$ cat src/rtl/bht_update_sched.sv
// BHT write scheduler: queues retired conditional-branch outcomes, drains them to the
// BHT update port and sequences BHR recovery. Optional BHT_DUAL_DRAIN_EN adds a second drain lane.
module bht_update_sched #(
  parameter int BIT_BHT = 6,
  parameter int DEPTH   = 8,
  parameter int PTR_W   = 3
) (
  input  logic               clock,
  input  logic               reset,
  input  logic               rob_retire_cond0,
  input  logic [63:0]        rob_retire_NPC0,
  input  logic [BIT_BHT-1:0] rob_retire_BHR0,
  input  logic               rob_actual_taken0,
  input  logic               rob_retire_cond1,
  input  logic [63:0]        rob_retire_NPC1,
  input  logic [BIT_BHT-1:0] rob_retire_BHR1,
  input  logic               rob_actual_taken1,
  input  logic               recover_cond,
  input  logic [BIT_BHT-1:0] recover_bhr,
  input  logic               bht_upd_ready,
  output logic               bht_upd_valid,
  output logic [BIT_BHT-1:0] bht_upd_idx,
  output logic               bht_upd_taken,
`ifdef BHT_DUAL_DRAIN_EN
  output logic               bht_upd_valid1,
  output logic [BIT_BHT-1:0] bht_upd_idx1,
  output logic               bht_upd_taken1,
`endif
  output logic               bht_recover,
  output logic [BIT_BHT-1:0] bht_recover_bhr,
  output logic               if_pred_en,
  output logic               rob_retire_stall,
  output logic               overflow_err
);
  localparam int E_W = BIT_BHT + 1;
  localparam logic [1:0] S_IDLE    = 2'd0;
  localparam logic [1:0] S_RECOVER = 2'd1;
  localparam logic [1:0] S_DRAIN   = 2'd2;

  logic [E_W-1:0]     mem_q [DEPTH];
  logic [PTR_W-1:0]   head_q, head_d, tail_q, tail_d;
  logic [PTR_W:0]     count_q, count_d;
  logic [1:0]         state_q, state_d;
  logic [BIT_BHT-1:0] rbhr_q, rbhr_d;
  logic               ovf_q, ovf_d;

  logic [PTR_W+1:0]   space;
  logic [1:0]         enq_n, deq_n;
  logic               acc0, acc1;
  logic [E_W-1:0]     ent0, ent1;

  function automatic logic [BIT_BHT-1:0] hash_idx(input logic [BIT_BHT-1:0] npc_bits,
                                                  input logic [BIT_BHT-1:0] bhr);
    return npc_bits ^ bhr;
  endfunction

  logic unused_npc_bits;
  assign unused_npc_bits = ^{rob_retire_NPC0[63:BIT_BHT+2], rob_retire_NPC0[1:0],
                             rob_retire_NPC1[63:BIT_BHT+2], rob_retire_NPC1[1:0]};

  assign ent0 = {hash_idx(rob_retire_NPC0[BIT_BHT+1:2], rob_retire_BHR0), rob_actual_taken0};
  assign ent1 = {hash_idx(rob_retire_NPC1[BIT_BHT+1:2], rob_retire_BHR1), rob_actual_taken1};

  assign bht_upd_valid = (count_q != '0);
  assign {bht_upd_idx, bht_upd_taken} = mem_q[head_q];

`ifdef BHT_DUAL_DRAIN_EN
  assign {bht_upd_idx1, bht_upd_taken1} = mem_q[head_q + PTR_W'(1)];
  // Same-index pairs go one at a time so the counter sees both increments.
  assign bht_upd_valid1 = (count_q >= (PTR_W+1)'(2)) && (bht_upd_idx1 != bht_upd_idx);
  assign deq_n = !bht_upd_ready ? 2'd0 : bht_upd_valid1 ? 2'd2 : bht_upd_valid ? 2'd1 : 2'd0;
`else
  assign deq_n = (bht_upd_valid && bht_upd_ready) ? 2'd1 : 2'd0;
`endif

  // Slots freed by this cycle's pop count as space; slot 1 is the first to be dropped.
  always_comb begin
    space = (PTR_W+2)'(DEPTH) - {1'b0, count_q} + {{PTR_W{1'b0}}, deq_n};
    acc0  = rob_retire_cond0 && (space != '0);
    acc1  = rob_retire_cond1 && (space > {{(PTR_W+1){1'b0}}, acc0});
    enq_n = {1'b0, acc0} + {1'b0, acc1};
  end

  always_comb begin
    head_d  = head_q + PTR_W'(deq_n);
    tail_d  = tail_q + PTR_W'(enq_n);
    count_d = count_q + (PTR_W+1)'(enq_n) - (PTR_W+1)'(deq_n);
    ovf_d   = ovf_q | (rob_retire_cond0 & ~acc0) | (rob_retire_cond1 & ~acc1);
  end

  always_comb begin
    state_d = state_q;
    rbhr_d  = rbhr_q;
    case (state_q)
      S_IDLE:    if (recover_cond) begin state_d = S_RECOVER; rbhr_d = recover_bhr; end
      S_RECOVER: if (recover_cond) rbhr_d = recover_bhr;
                 else              state_d = S_DRAIN;
      S_DRAIN:   if (recover_cond) begin state_d = S_RECOVER; rbhr_d = recover_bhr; end
                 else if (count_q == '0) state_d = S_IDLE;
      default:   state_d = S_IDLE;
    endcase
  end

  always_ff @(posedge clock) begin
    if (reset) begin
      head_q  <= '0;
      tail_q  <= '0;
      count_q <= '0;
      state_q <= S_IDLE;
      rbhr_q  <= '0;
      ovf_q   <= 1'b0;
    end else begin
      head_q  <= head_d;
      tail_q  <= tail_d;
      count_q <= count_d;
      state_q <= state_d;
      rbhr_q  <= rbhr_d;
      ovf_q   <= ovf_d;
    end
  end

  // Queue storage carries no reset; occupancy is tracked by count_q alone.
  always_ff @(posedge clock) begin
    if (acc0) mem_q[tail_q] <= ent0;
    if (acc1) mem_q[acc0 ? tail_q + PTR_W'(1) : tail_q] <= ent1;
  end

  assign bht_recover      = (state_q == S_RECOVER);
  assign bht_recover_bhr  = rbhr_q;
  assign if_pred_en       = (state_q == S_IDLE) && !recover_cond;
  assign rob_retire_stall = (count_q > (PTR_W+1)'(DEPTH-2));
  assign overflow_err     = ovf_q;
endmodule

$ cat config.mk
export PLATFORM = sky130hd
export DESIGN_NAME = bht_update_sched
export DESIGN_NICKNAME = d
export VERILOG_FILES = /design/src/rtl/bht_update_sched.sv
export SDC_FILE = /design/constraint.sdc
export NUM_CORES = 1
export LEC_CHECK = 0
export BUFFER_PORTS_ARGS = -buffer_cell sky130_fd_sc_hd__buf_4
export CAP_MARGIN = 20
export CORE_MARGIN = 2
export CORE_UTILIZATION = 30
export DETAILED_ROUTE_END_ITERATION = 12
export PLACE_DENSITY = 0.66
export SETUP_SLACK_MARGIN = 0.02
export SLEW_MARGIN = 20
export SYNTH_ARGS = -nofsm -noshare
export SYNTH_HDL_FRONTEND = slang
export SYNTH_SLANG_ARGS = --single-unit
$ cat constraint.sdc
create_clock -name clock -period 6.7 [get_ports clock]
set_input_delay 1.005 -clock clock [delete_from_list [all_inputs] [get_ports clock]]
set_output_delay 1.005 -clock clock [all_outputs]
set_load 0.1 [all_outputs]
==> summary.md <==
| Metric | Value |
|---|---|
| Status | `finished, final reports clean` |
| CP delay by family, top | `adder cells` |
| Layout area overhead | `21.31%` |
| Setup TNS | `0 ns` |
| Req. time, crit path | `6.92 ns` |
| Sequential fraction of the synthesis area | `47.85%` |
| Drt first pass iters | `5` |
| Gr usage total | `13.56%` |
| Fin crit share | `80.64%` |
| Static leakage power | `between 0.0015 and 0.002 uW` |
| Post_cts resized | `0` |
| Syn Nets | `approximately 500` |
| Critical Path Source Type | `register` |
| DR iter-0 viols | `247` |
| First-pass GRT wire length | `15,370 um` |
| I/O Buffers | `55` |
| Yosys top cell area share | `39.02%` |
| Initial antenna violation count | `0` |
| CP Capture Type | `register` |
| Final wirelength | `just under 10,000 um` |
| # setup viols final | `0` |
| Nets | `570` |
| Die Width | `between 100 and 150 um` |
| Max stage delay cell, worst path | `a211oi_2` |
| Starting Density | `30.92%` |
| Hold buffers post-CTS | `0` |
| DIE AREA | `between 15,000 and 20,000 um^2` |
| CP Class | `register to register` |
| IO Pins | `approximately 170` |
| GPL Wtd Cong | `0.8280` |
| CTS buffer count | `9` |
| DR vias/cell | `~5.0` |
| Pre-CTS setup slack | `0.7036 ns` |
| Buf/Inv on CP | `7` |
| ANT nets after route | `0` |
| Crit-path max cell delay | `0.57 ns` |
| Synth unique cells | `45` |
| Slew headroom | `37.43%` |
| Share of layout cells above drive strength 1 | `29.28%` |
| Most frequent cell after synthesis | `edfxtp_1` |
| RSZ-0062 raised after global routing | `no` |
| Cell Chain, Critical Path | `inv_1 > ha_1 > nand3_1 > nand2_1 > ha_1 > inv_1 > ha_1 > nand2b_1 > a211oi_2 > or2_2 > inv_1 > ha_1 > o21bai_1 > o31ai_2 > buf_4 > inv_2 > ha_1 > inv_1 > ha_1 > inv_1 > ha_1 > fa_1 > xnor2_1 > nor2_1` |
| Top post-synthesis cells by count | `edfxtp_1, mux2i_1, nor2_1` |
| Number of global-route vias before repair | `2,849` |
| Fin. Hold Viols | `0` |
| Min cycle time layout | `around 5.4 ns` |
| Peak supply drop | `between 0.15 and 0.2 mV` |
| Sink Count | `75` |
| Finished Cell Area | `5228 um^2` |
| Worst path most repeated cell | `ha_1` |
| Worst Hold Class | `register to register` |
| Postcts setup bufs | `0` |
| CTS tree | `done` |
| Async SR Flop Fraction | `0%` |
| Cell count after synthesis | `338` |
| H-Tree Depth | `3` |
| Critical path startpoint | `count_q[3]` |
| Placed Area | `roughly 4900 um^2` |
| Min-delay src | `overflow_err` |
| Reg2Reg Setup Slack | `1.30 ns` |
| Clock Latency Late Sink | `0.34 ns` |
| Final setup skew | `~0.004 ns` |
| Worst Tran Pin Value | `around 0.94 ns` |
| Synth Cell Area | `4309 um^2` |
| Largest area contributor in the netlist | `edfxtp_1` |
| GR Overflow Total | `0` |
| DP Wirelength | `6770 um` |
| Largest net degree at the start of global routing | `20` |
| Max cap viols | `0` |
| # diodes | `0` |
| Post-route setup slack | `1.297 ns` |
| Crit path DAT | `about 5.6 ns` |
| Remaining DRCs | `0` |
| Synth Flop Type | `edfxtp_1` |
| Synthesized area per cell | `12.75 um^2` |
| Top cells by area, synth | `edfxtp_1, mux2i_1, dfxtp_1` |
| Via count | `about 2,900` |
| Post-synth EDFFs | `between 50 and 60` |
| Clk buf depth | `2` |
| Height of the die | `123.9 um` |
| R2R Path Start | `count_q[3]` |
| Slew Limit Fails | `0` |
| Core area | `13,930 um^2` |
| Pwr dens | `460.6 nW/um^2` |
| Critical Path Fanout Max | `17` |
| Worst-path clk slew | `0.06 ns` |
| WL per Instance | `between 15 and 20 um` |
| Yosys reg bits | `75` |
| Yosys warning total | `0` |
| FMAX | `0.1851 GHz` |
| Row cnt | `43` |
| Clock root buffer | `clkbuf_16` |
## area by class of cell
cell class	instances	area, um^2
inverter	16	60.06
tap	180	225.2
clock inverter	5	53.80
sequential	75	2063
timing repair buffer	62	465.4
fill	1319	8707
clock buffer	11	232.7
multi-input combinational	234	2127
## routing by layer
metal | wire length [um] | up-vias | share of wire [%] | GRT usage [%]
met3 | 507 | 11 | 5.1 | 2.060
met2 | 4885 | 82 | 49 | 22.22
li1 | - | 1390 | - | -
met4 | 125 | 0 | 1.3 | 4.688
met1 | 4431 | 1416 | 45 | 18.31
met5 | 0 | - | 0 | 0
## power breakdown
group          switching (uW)  internal [uW]
clock network             187            287
registers                84.2            647
logic                     793            410
total                    1060           1340
## worst min-delay path, stage by stage (launching register included)
cell and delay, ns:
dfxtp_1 0.33, a221oi_1 0.05, nor2_1 0.08
## cells by family (layout without fill, tap and decap cells)
group	after synthesis	in the layout	synth area share (%)
buffers and inverters	29	94	3.020
adders and majority gates	18	18	5.575
muxes	83	83	23.87
DFF	75	75	47.85
AOI/OAI and AO/OA	50	50	8.392
xor gates and xnor gates	18	18	3.659
and+or+nand+nor	65	65	7.636
## metrics by stage
stage | total power, uW | std cells | util [%] | hold slack, ns
finish | 2408 | 583 | 37.51 | 0.4883
global route | 2531 | 583 | 37.51 | 0.5311
CTS | 2423 | 583 | 37.47 | 0.4971
detailed placement | 1949 | 567 | 35.41 | 0.4797
global placement | 1908 | 567 | 35.41 | 0.4704
floorplan | 1658 | 338 | - | 0.5573
## final timing paths
kind	endpoint	depth (start not counted)
min	overflow_err	2
max	count_q[2]	24
min reg2reg	overflow_err	2
max reg2reg	count_q[2]	24
## sequential cells by signal, indices dropped and copies added (netlist names)
| signal | flops |
|---|---|
| bht_recover_bhr | 6 |
| overflow_err | 1 |
| tail_q | 3 |
| mem_q | 56 |
| head_q | 3 |
| state_q | 2 |
| count_q | 4 |
## placed cells by master (no fill, tap or decap), types with 3 or more instances in the layout
master,instances
a21oi_1,10
a21oi_2,5
a21oi_4,3
buf_4,62
clkbuf_16,9
dfxtp_1,18
edfxtp_1,56
ha_1,16
inv_1,15
mux2_2,13
mux2i_1,54
mux4_2,14
nand2_1,13
nand2b_1,4
nor2_1,20
nor2b_1,8
nor3_1,9
o21ai_0,15
o311ai_0,5
xnor2_1,16
(Power assumes the default switching activity.)
